$ cat config.mk
export PLATFORM = sky130hd
export DESIGN_NAME = dsp_mac_cascade_flat
export DESIGN_NICKNAME = d
export VERILOG_FILES = /design/src/rtl/dsp_pkg.sv /design/src/rtl/dsp_mac_cascade_if.sv /design/src/rtl/dsp_mac_lane.sv /design/src/rtl/dsp_mac_cascade.sv /design/src/flat_wrapper.sv
export SDC_FILE = /design/constraint.sdc
export NUM_CORES = 1
export LEC_CHECK = 0
export ABC_AREA = 1
export BUFFER_PORTS_ARGS = -buffer_cell sky130_fd_sc_hd__buf_4
export CAP_MARGIN = 20
export CORE_ASPECT_RATIO = 1.4
export CORE_MARGIN = 10
export CORE_UTILIZATION = 45
export CTS_BUF_LIST = sky130_fd_sc_hd__clkbuf_4 sky130_fd_sc_hd__clkbuf_8 sky130_fd_sc_hd__clkbuf_16
export DETAILED_ROUTE_END_ITERATION = 8
export PLACE_DENSITY = 0.71
export SLEW_MARGIN = 40
export SYNTH_ARGS = -nofsm -noshare
export SYNTH_HDL_FRONTEND = slang
export SYNTH_SLANG_ARGS = --single-unit
$ cat constraint.sdc
create_clock -name UserCLK -period 15 [get_ports UserCLK]
set_input_delay 1.5 -clock UserCLK [delete_from_list [all_inputs] [get_ports UserCLK]]
set_output_delay 1.5 -clock UserCLK [all_outputs]
set_load 0.01 [all_outputs]
$ cat src/rtl/dsp_pkg.sv
// Shared constants and helpers for the DSP multiply-accumulate slice:
// configuration-bit positions, pipeline latencies and saturation limits.
package dsp_pkg;

  localparam int CFG_INREG  = 0;
  localparam int CFG_SIGNED = 1;
  localparam int CFG_ACC    = 2;
  localparam int CFG_CASC   = 3;
  localparam int CFG_SAT    = 4;
  localparam int CFG_SIMD   = 5;

  localparam int LAT_INREG  = 3;
  localparam int LAT_BYPASS = 2;

  // Largest representable value of a w-bit field (w < 64).
  function automatic logic [63:0] sat_max(input int w, input logic sm);
    return sm ? ((64'd1 << (w - 1)) - 64'd1) : ((64'd1 << w) - 64'd1);
  endfunction

  // Smallest representable value of a w-bit field, returned sign-extended to 64 bits.
  function automatic logic [63:0] sat_min(input int w, input logic sm);
    return sm ? ~((64'd1 << (w - 1)) - 64'd1) : 64'd0;
  endfunction

endpackage

$ cat src/rtl/dsp_mac_cascade_if.sv
// Data/control bundle between the tile switch matrix and the MAC slice.
interface dsp_mac_cascade_if #(
  parameter int A_WIDTH   = 8,
  parameter int B_WIDTH   = 8,
  parameter int ACC_WIDTH = 20
) ();

  // valid_in qualifies A/B/clr for one cycle; there is no backpressure.
  // ce=0 freezes the whole pipeline. valid_out marks a cycle in which Q
  // was updated by a beat; casc_out always mirrors Q.
  logic                 ce;
  logic                 valid_in;
  logic                 clr;
  logic [A_WIDTH-1:0]   A;
  logic [B_WIDTH-1:0]   B;
  logic [ACC_WIDTH-1:0] casc_in;
  logic [ACC_WIDTH-1:0] Q;
  logic [ACC_WIDTH-1:0] casc_out;
  logic                 valid_out;
  logic                 overflow;

  modport master (
    output ce, valid_in, clr, A, B, casc_in,
    input  Q, casc_out, valid_out, overflow
  );

  modport slave (
    input  ce, valid_in, clr, A, B, casc_in,
    output Q, casc_out, valid_out, overflow
  );

endinterface

$ cat src/rtl/dsp_mac_lane.sv
// One arithmetic lane: extend and multiply on the S1 side, then the
// accumulate + cascade add with overflow detection and optional clamp.
module dsp_mac_lane
  import dsp_pkg::*;
#(
  parameter int AW = 8,
  parameter int BW = 8,
  parameter int W  = 20
) (
  input  logic          signed_mode,
  input  logic [AW-1:0] a,
  input  logic [BW-1:0] b,
  output logic [W-1:0]  prod,
  input  logic [W-1:0]  prod_reg,
  input  logic [W-1:0]  acc,
  input  logic [W-1:0]  casc,
  input  logic          use_acc,
  input  logic          use_casc,
  input  logic          sat,
  output logic [W-1:0]  sum,
  output logic          ovf
);

  localparam int PW = AW + BW;
  localparam int SW = W + 2;  // three W-bit terms never exceed W+2 bits

  logic [PW-1:0] a_ext, b_ext, p_full;
  logic [SW-1:0] t_acc, t_prod, t_casc, total;
  logic [2:0]    top;

  function automatic logic [SW-1:0] ext(input logic [W-1:0] x, input logic sm);
    return sm ? SW'(signed'(x)) : SW'(x);
  endfunction

  always_comb begin
    a_ext  = signed_mode ? PW'(signed'(a)) : PW'(a);
    b_ext  = signed_mode ? PW'(signed'(b)) : PW'(b);
    p_full = a_ext * b_ext;
    prod   = signed_mode ? W'(signed'(p_full)) : W'(p_full);
  end

  always_comb begin
    t_acc  = use_acc  ? ext(acc, signed_mode)  : '0;
    t_prod = ext(prod_reg, signed_mode);
    t_casc = use_casc ? ext(casc, signed_mode) : '0;
    total  = t_acc + t_prod + t_casc;
    top    = total[SW-1:W-1];
    ovf    = signed_mode ? !((top == 3'b000) || (top == 3'b111))
                         : (top[2:1] != 2'b00);
    sum    = total[W-1:0];
    if (sat && ovf) begin
      if (signed_mode && total[SW-1]) sum = W'(sat_min(W, 1'b1));
      else                            sum = W'(sat_max(W, signed_mode));
    end
  end

endmodule

$ cat src/rtl/dsp_mac_cascade.sv
// Pipelined MAC slice: optional input register, product register and
// accumulator with cascade add, saturation and a dual-lane SIMD mode.
module dsp_mac_cascade
  import dsp_pkg::*;
#(
  parameter int A_WIDTH      = 8,
  parameter int B_WIDTH      = 8,
  parameter int ACC_WIDTH    = 20,
  parameter int NoConfigBits = 6
) (
  input  logic                    UserCLK,
  input  logic                    Reset,
  input  logic [NoConfigBits-1:0] ConfigBits,
  dsp_mac_cascade_if.slave        bus
);

  localparam int HA = A_WIDTH / 2;
  localparam int HB = B_WIDTH / 2;
  localparam int HW = ACC_WIDTH / 2;

  logic cfg_inreg, cfg_signed, cfg_acc, cfg_casc, cfg_sat, cfg_simd;
  assign cfg_inreg  = ConfigBits[CFG_INREG];
  assign cfg_signed = ConfigBits[CFG_SIGNED];
  assign cfg_acc    = ConfigBits[CFG_ACC];
  assign cfg_casc   = ConfigBits[CFG_CASC];
  assign cfg_sat    = ConfigBits[CFG_SAT];
  assign cfg_simd   = ConfigBits[CFG_SIMD];

  logic [A_WIDTH-1:0]   a_q, a_s1;
  logic [B_WIDTH-1:0]   b_q, b_s1;
  logic                 v1_q, c1_q, v_s1, c_s1;
  logic [ACC_WIDTH-1:0] prod_q, acc_q;
  logic                 v2_q, c2_q, vout_q, ovf_q;

  // S1 stage: registered copy, or the raw inputs when the register is bypassed.
  assign a_s1 = cfg_inreg ? a_q  : bus.A;
  assign b_s1 = cfg_inreg ? b_q  : bus.B;
  assign v_s1 = cfg_inreg ? v1_q : bus.valid_in;
  assign c_s1 = cfg_inreg ? c1_q : bus.clr;

  logic                 use_acc;
  logic [ACC_WIDTH-1:0] full_prod, full_sum;
  logic [HW-1:0]        lo_prod, hi_prod, lo_sum, hi_sum;
  logic                 full_ovf, lo_ovf, hi_ovf;
  logic [ACC_WIDTH-1:0] prod_sel, acc_next;
  logic                 ovf_next;

  assign use_acc = cfg_acc & ~c2_q;

  dsp_mac_lane #(.AW(A_WIDTH), .BW(B_WIDTH), .W(ACC_WIDTH)) u_full (
    .signed_mode(cfg_signed), .a(a_s1), .b(b_s1), .prod(full_prod),
    .prod_reg(prod_q), .acc(acc_q), .casc(bus.casc_in),
    .use_acc(use_acc), .use_casc(cfg_casc), .sat(cfg_sat),
    .sum(full_sum), .ovf(full_ovf)
  );

  dsp_mac_lane #(.AW(HA), .BW(HB), .W(HW)) u_lo (
    .signed_mode(cfg_signed), .a(a_s1[HA-1:0]), .b(b_s1[HB-1:0]), .prod(lo_prod),
    .prod_reg(prod_q[HW-1:0]), .acc(acc_q[HW-1:0]), .casc(bus.casc_in[HW-1:0]),
    .use_acc(use_acc), .use_casc(cfg_casc), .sat(cfg_sat),
    .sum(lo_sum), .ovf(lo_ovf)
  );

  dsp_mac_lane #(.AW(A_WIDTH - HA), .BW(B_WIDTH - HB), .W(ACC_WIDTH - HW)) u_hi (
    .signed_mode(cfg_signed), .a(a_s1[A_WIDTH-1:HA]), .b(b_s1[B_WIDTH-1:HB]), .prod(hi_prod),
    .prod_reg(prod_q[ACC_WIDTH-1:HW]), .acc(acc_q[ACC_WIDTH-1:HW]),
    .casc(bus.casc_in[ACC_WIDTH-1:HW]),
    .use_acc(use_acc), .use_casc(cfg_casc), .sat(cfg_sat),
    .sum(hi_sum), .ovf(hi_ovf)
  );

  assign prod_sel = cfg_simd ? {hi_prod, lo_prod} : full_prod;
  assign acc_next = cfg_simd ? {hi_sum, lo_sum}   : full_sum;
  assign ovf_next = cfg_simd ? (hi_ovf | lo_ovf)  : full_ovf;

  always_ff @(posedge UserCLK) begin
    if (Reset) begin
      a_q    <= '0;
      b_q    <= '0;
      v1_q   <= 1'b0;
      c1_q   <= 1'b0;
      prod_q <= '0;
      v2_q   <= 1'b0;
      c2_q   <= 1'b0;
      acc_q  <= '0;
      vout_q <= 1'b0;
      ovf_q  <= 1'b0;
    end else if (bus.ce) begin
      a_q    <= bus.A;
      b_q    <= bus.B;
      v1_q   <= bus.valid_in;
      c1_q   <= bus.clr;
      prod_q <= prod_sel;
      v2_q   <= v_s1;
      c2_q   <= c_s1;
      vout_q <= v2_q;
      // A clr beat restarts the sticky flag from its own overflow status.
      if (v2_q) begin
        acc_q <= acc_next;
        ovf_q <= ovf_next | (ovf_q & ~c2_q);
      end else if (c2_q) begin
        acc_q <= '0;
        ovf_q <= 1'b0;
      end
    end
  end

  assign bus.Q         = acc_q;
  assign bus.casc_out  = acc_q;
  assign bus.valid_out = vout_q;
  assign bus.overflow  = ovf_q;

endmodule

$ cat src/flat_wrapper.sv
// flat-port wrapper written by rule: the top's interface ports become plain ports
module dsp_mac_cascade_flat import dsp_pkg::*;
#(
  parameter int A_WIDTH      = 8,
  parameter int B_WIDTH      = 8,
  parameter int ACC_WIDTH    = 20,
  parameter int NoConfigBits = 6
)
  (UserCLK, Reset, ConfigBits, bus_ce, bus_valid_in, bus_clr, bus_A, bus_B, bus_casc_in, bus_Q, bus_casc_out, bus_valid_out, bus_overflow);
  dsp_mac_cascade_if #(.A_WIDTH(A_WIDTH), .B_WIDTH(B_WIDTH), .ACC_WIDTH(ACC_WIDTH)) bus_i ();
  input  logic UserCLK;
  input  logic Reset;
  input  logic [NoConfigBits-1:0] ConfigBits;
  input wire logic [$bits(bus_i.ce)-1:0] bus_ce;
  input wire logic [$bits(bus_i.valid_in)-1:0] bus_valid_in;
  input wire logic [$bits(bus_i.clr)-1:0] bus_clr;
  input wire logic [$bits(bus_i.A)-1:0] bus_A;
  input wire logic [$bits(bus_i.B)-1:0] bus_B;
  input wire logic [$bits(bus_i.casc_in)-1:0] bus_casc_in;
  output wire logic [$bits(bus_i.Q)-1:0] bus_Q;
  output wire logic [$bits(bus_i.casc_out)-1:0] bus_casc_out;
  output wire logic [$bits(bus_i.valid_out)-1:0] bus_valid_out;
  output wire logic [$bits(bus_i.overflow)-1:0] bus_overflow;
  assign bus_i.ce = bus_ce;
  assign bus_i.valid_in = bus_valid_in;
  assign bus_i.clr = bus_clr;
  assign bus_i.A = bus_A;
  assign bus_i.B = bus_B;
  assign bus_i.casc_in = bus_casc_in;
  assign bus_Q = bus_i.Q;
  assign bus_casc_out = bus_i.casc_out;
  assign bus_valid_out = bus_i.valid_out;
  assign bus_overflow = bus_i.overflow;
  dsp_mac_cascade #(.A_WIDTH(A_WIDTH), .B_WIDTH(B_WIDTH), .ACC_WIDTH(ACC_WIDTH), .NoConfigBits(NoConfigBits)) u_core (.UserCLK(UserCLK), .Reset(Reset), .ConfigBits(ConfigBits), .bus(bus_i));
endmodule
Yosys cells after proc, flatten, opt, wreduce, memory -nomap -nowiden
Index checks and enable logic that the tools add are counted.

operators by class
  bitwise logic cells = 5
  divide/modulo/power cells = 0
  magnitude comparators = 0
  add/sub/neg operators = 6
  reductions and logical operators = 20
  multiplexer cells = 46
  multipliers = 3
  equal/unequal tests = 3
  shift operators = 0

operators with widths
  cell                count
  $mux 20             8
  $mux 12             10
  $mux 22             5
  $mux 10             7
  $add 12x12->12      4
  $mux 8              6
  $add 22x22->22      2
  $mux 16             2
  $mul 16x16->16      1
  $mul 8x8->8         2
  $eq 3x3->1 const B  3
  $logic_not 3->1     3
  $mux 1              8
  $reduce_bool 2->1   4
  $logic_and 1x1->1   6
  $logic_not 1->1     3
  $logic_or 1x1->1    3
  $and 1x1->1         2
  $or 1x1->1          2
  $reduce_and 2->1    1
  $not 1->1           1

word-level totals
  bits in read-only memories = 0
  word-level logic and storage cells = 93
  RAM bits = 0
  memories kept = 0
  register bits after elaboration = 62
  latch bits = 0
  output and inout port bits = 42

Depth between registers and ports, before layout
  depth after elaboration = 13
  depth in mapped cells = 33
  mapped depth without buffers = 32

Cells and area by module
A second synthesis with hierarchy kept.

second synthesis, totals
  cells, all modules = 2,057
  area total of the unflattened synthesis = 13,266.5 µm²

modules (own cells, without submodules)
  module                        sequential area each (µm²)  cells each  area each (µm²)  times used
  dsp_mac_lane (u_core.u_full)  0.0                         932         6,120.9          1
  dsp_mac_cascade               1,241.2                     529         3,269.4          1
  dsp_mac_lane (u_core.u_lo)    0.0                         300         1,959.4          1
  dsp_mac_lane (u_core.u_hi)    0.0                         296         1,916.8          1

Worst setup path before layout
OpenSTA, ideal clock, no wires.

  kind = input-to-reg
  start point = input ConfigBits[0]
  end point = register u_core.prod_q[16]
  required time = 14.930 ns
  stages = 27
  arrival time = 6.929 ns
  buffers on the path = 1
  setup slack = 8.001 ns
  path through = buf_6 > inv_4 > or2_2 > o21a_1 > inv_1 > nor2_1 > fa_1 > inv_1 > fa_1 > inv_1 > fa_1 > fa_1 > fa_1 > inv_1 > fa_1 > inv_1 > ha_1 > a21o_1 > a31oi_1 > nand2_1 > a31oi_1 > nand3_1 > nand2_1 > inv_1 > nand3_1 > nand4_2 > a21oi_1

between the ends
  cells in the longest elaborated chain, start to end = 5
  elaborated cells on any way between the ends = 11

RTL lines
  what                                                  line                                          text
  start: declaration                                    flat_wrapper.sv:13                            input logic [NoConfigBits-1:0] ConfigBits;
  $mux 8 (on tied branches)                             dsp_mac_cascade.sv:36, dsp_mac_cascade.sv:37
  $mux 16 (tied with other cells)                       dsp_mac_lane.sv:36                            a_ext = signed_mode ? PW'(signed'(a)) : PW'(a);
  $mul 16x16->16 / $mul 8x8->8 (equally long branches)  dsp_mac_lane.sv:38                            p_full = a_ext * b_ext;
  $mux 20 / $mux 10 (equally long branches)             dsp_mac_lane.sv:39                            prod = signed_mode ? W'(signed'(p_full)) : W'(p_full);
  $mux 20 *                                             dsp_mac_cascade.sv:72                         assign prod_sel = cfg_simd ? {hi_prod, lo_prod} : full_prod;
  end signal: assignment                                dsp_mac_cascade.sv:93                         prod_q <= prod_sel;
  end: declaration                                      dsp_mac_cascade.sv:32                         logic [ACC_WIDTH-1:0] prod_q, acc_q;

Every way passes the cells marked *; elsewhere a longest branch is shown, timed or not.
A chain may end at the register's enable or synchronous reset.

Worst setup path in the final report
  start point = input ConfigBits[0]
  end point = register u_core.prod_q[14]

Same word-level chain as after synthesis.

==> qor.yml <==
rsz0062_at_grt: "false"
antenna_found_initial: 0
postCtsSetupBuffers: 0
met1_length_um: 12060
synth_area_um2: 11150
ys_ff_latch: 61
cp-endpoint: "u_core.prod_q[14]"
drc: 0
p_switching_uw: 697.7
routedWlPerCell_um: 15.63
synth.area.top_cells: "fa_1 (21%), nand2_1 (13%), ha_1 (12%)"
routed-via-count: 10100
cp_data_arrival_time_ns: 7.58
routed_via_density: 5.100
ys_top_cells_by_count: "nand2_1 (400), inv_1 (335), nor2_1 (126)"
synth_top_area_frac: 0.2066
required_ns: 15.21
crit_top_cell: "inv_1"
ir_worst_vdd_mv: 0.08503
crit_path_start: "ConfigBits[0]"
grt_max_degree: 40
grt_pass1_wl_um: 50760
met2RoutedLength_um: 16490
port_buffers: 88
drt-total-wl_um: 30970
clock-root-buffer: "clkbuf_16"
reg2reg_to: "u_core.prod_q[14]"
cts_hold_buf: 0
yosys.area.top_type: "fa_1"
cts_buffers: 9
synth.yosys.warnings: 0
max_freq_mhz: 135.8
synthArstFlopShare: 0
finalCriticalPeriod_ns: 7.366
clkPwrFrac: 0.177
intPower_uw: 696.1
antenna_left: 0
clockBufferDepth: 2
p_leak_uw: 0.006785
cts_resized: 0
fp-row-count: 68
die_area_um2: 31550
ys_seq_area_frac: 0.1096
finalWorstSetupSlack_ns: 7.634
tightest_slew_ns: 0.8782
hold-worst-slack_ns: 0.4532
r2r_cells: 27
slowest_stage: "fa_1"
dp_slack_ns: 7.308
r2r_start: "u_core.b_q[5]"
crit_path_end_kind: "flop"
synth-edff-count: 0
clock_skew_ns: 0.01140
chipHeight_um: 206.2
seqPwrFrac: 0.139
maxCapViolCount: 0
crit_type: "in -> reg"
hold_path_class: "reg -> reg"
core_um2: 24500
cts.sinks: 61
dp_hpwl_um: 25330
drt_iter0_markers: 540
syn_nets: 1889
drt-pass1-iter-count: 6
slew_viol_final: 0
max_slew_margin: 0.4144
synthFlopType: "dfxtp_1"
post-route-util: 0.4977
path_clk_slew_ns: 0.06
syn_to_final_growth_pct: 9.407
start_kind: "input pin"
antennaDiodeCount: 0
num-nets-final: 1932
cellPowerDensity_nw_per_um2: 114.3
grt_pass1_vias: 10250
hold_viol: 0
slowest_delay_ns: 0.53
cts_htree_levels: 3
p_sw_frac: 0.5006
drive_gt1_frac: 0.1236
postSynthAreaPerCell_um2: 6.889
fin_crit_sh: 0.4910
top_layer: "met4"
final-setup-viol-count: 0
start_util: 0.4549
r2r_slack_ns: 8.97
met3WireLength_um: 1193
gp_congestion: 0.9382
fp.dieW_um: 153.0
crit_path_max_fanout: 28
fin_tns_setup_ns: 0
gr-total-overflow: 0
clk_latency_ns: 0.35
io_pins: 89
status: "finished, final reports clean"
tritoncts: "built"
synth_most_common_cell: "nand2_1"
netlist_instances: 1618
finalPower_uw: 1394
pwr-share-comb: 0.683
yosysUniqueCellTypes: 49
grt_usage: 0.1964
==> sequential cells by signal, summed over array words and instances (netlist names) <==
name,flops
u_core.bus.Q,20
u_core.prod_q,19
u_core.a_q,8
u_core.b_q,8
u_core.bus.overflow,1
u_core.bus.valid_out,1
u_core.c1_q,1
u_core.c2_q,1
u_core.v1_q,1
u_core.v2_q,1
==> cell usage in the layout, fill, tap and decap left out, types with 10 or more instances in the layout <==
| cell | synthesis | final |
|---|---|---|
| nand2_1 | 400 | 399 |
| inv_1 | 335 | 334 |
| nor2_1 | 126 | 126 |
| fa_1 | 115 | 115 |
| ha_1 | 109 | 109 |
| a21oi_1 | 103 | 103 |
| buf_4 | 24 | 95 |
| dfxtp_1 | 61 | 61 |
| o21ai_0 | 53 | 52 |
| nand3_1 | 47 | 47 |
| xor2_1 | 28 | 28 |
| nand2_2 | 26 | 27 |
| xnor2_1 | 17 | 17 |
| inv_2 | 14 | 15 |
| nand4_1 | 13 | 13 |
| o211ai_1 | 10 | 10 |
==> final cells by class <==
cell class | instances | area [um2]
Inverter | 352 | 1324
Clock buffer | 13 | 267.8
Multi-Input combinational cell | 1142 | 8207
Timing Repair Buffer | 95 | 713.2
Fill cell | 2485 | 12310
Sequential cell | 61 | 1221
Tap cell | 315 | 394.1
Clock inverter | 3 | 67.56
==> cells by family after synthesis <==
logic type               after synthesis  synth area share
adder cells (fa/ha/maj)              224            0.3289
XOR/XNOR                              46           0.03682
buffers and inverters                415            0.1547
AND/OR/NAND/NOR                      661            0.2586
AO/OA/AOI/OAI                        211            0.1114
flip-flops                            61            0.1096
==> critical path: cells and delay by family <==
family | cells | cell delay, ns
adder cells (fa/ha/maj) | 7 | 3.42
buffers and inverters | 9 | 0.96
AO/OA/AOI/OAI | 8 | 0.95
AND/OR/NAND/NOR | 5 | 0.74
==> layer usage <==
| layer | vias up | global-route usage |
|---|---|---|
| met5 | - | 0 |
| met4 | 0 | 0.09181 |
| met3 | 74 | 0.01915 |
| met2 | 237 | 0.3773 |
| met1 | 4789 | 0.2109 |
| li1 | 5003 | - |
==> power by group through the flow <==
stage | Combinational [uW] | Sequential, uW | Clock (uW)
2_1_floorplan | 747 | 195 | 0
3_3_place_gp | 919 | 197 | 0
3_5_place_dp | 943 | 198 | 0
4_1_cts | 953 | 194 | 250
5_1_grt | 1110 | 197 | 256
6_report | 952 | 194 | 247
==> worst min path at each step <==
stage                        from             to  slack (ns)  cells after the start
global placement    u_core.a_q[3]  u_core.a_q[3]        0.44                      2
floorplan           u_core.a_q[0]  u_core.a_q[0]        0.43                      2
finish              u_core.a_q[1]  u_core.a_q[1]        0.45                      2
detailed placement  u_core.a_q[1]  u_core.a_q[1]        0.45                      2
CTS                 u_core.a_q[1]  u_core.a_q[1]        0.46                      2
global route        u_core.a_q[6]  u_core.a_q[6]        0.47                      2
==> through the flow <==
| step | instances | area [um2] |
|---|---|---|
| 2_1_floorplan | 1618 | 11150 |
| 4_1_cts | 1981 | 12190 |
| 6_report | 1981 | 12190 |
| 3_3_place_gp | 1965 | 11850 |
| 5_1_grt | 1981 | 12190 |
| 3_5_place_dp | 1965 | 11860 |
Note: power is estimated with default switching activity, not from simulation.
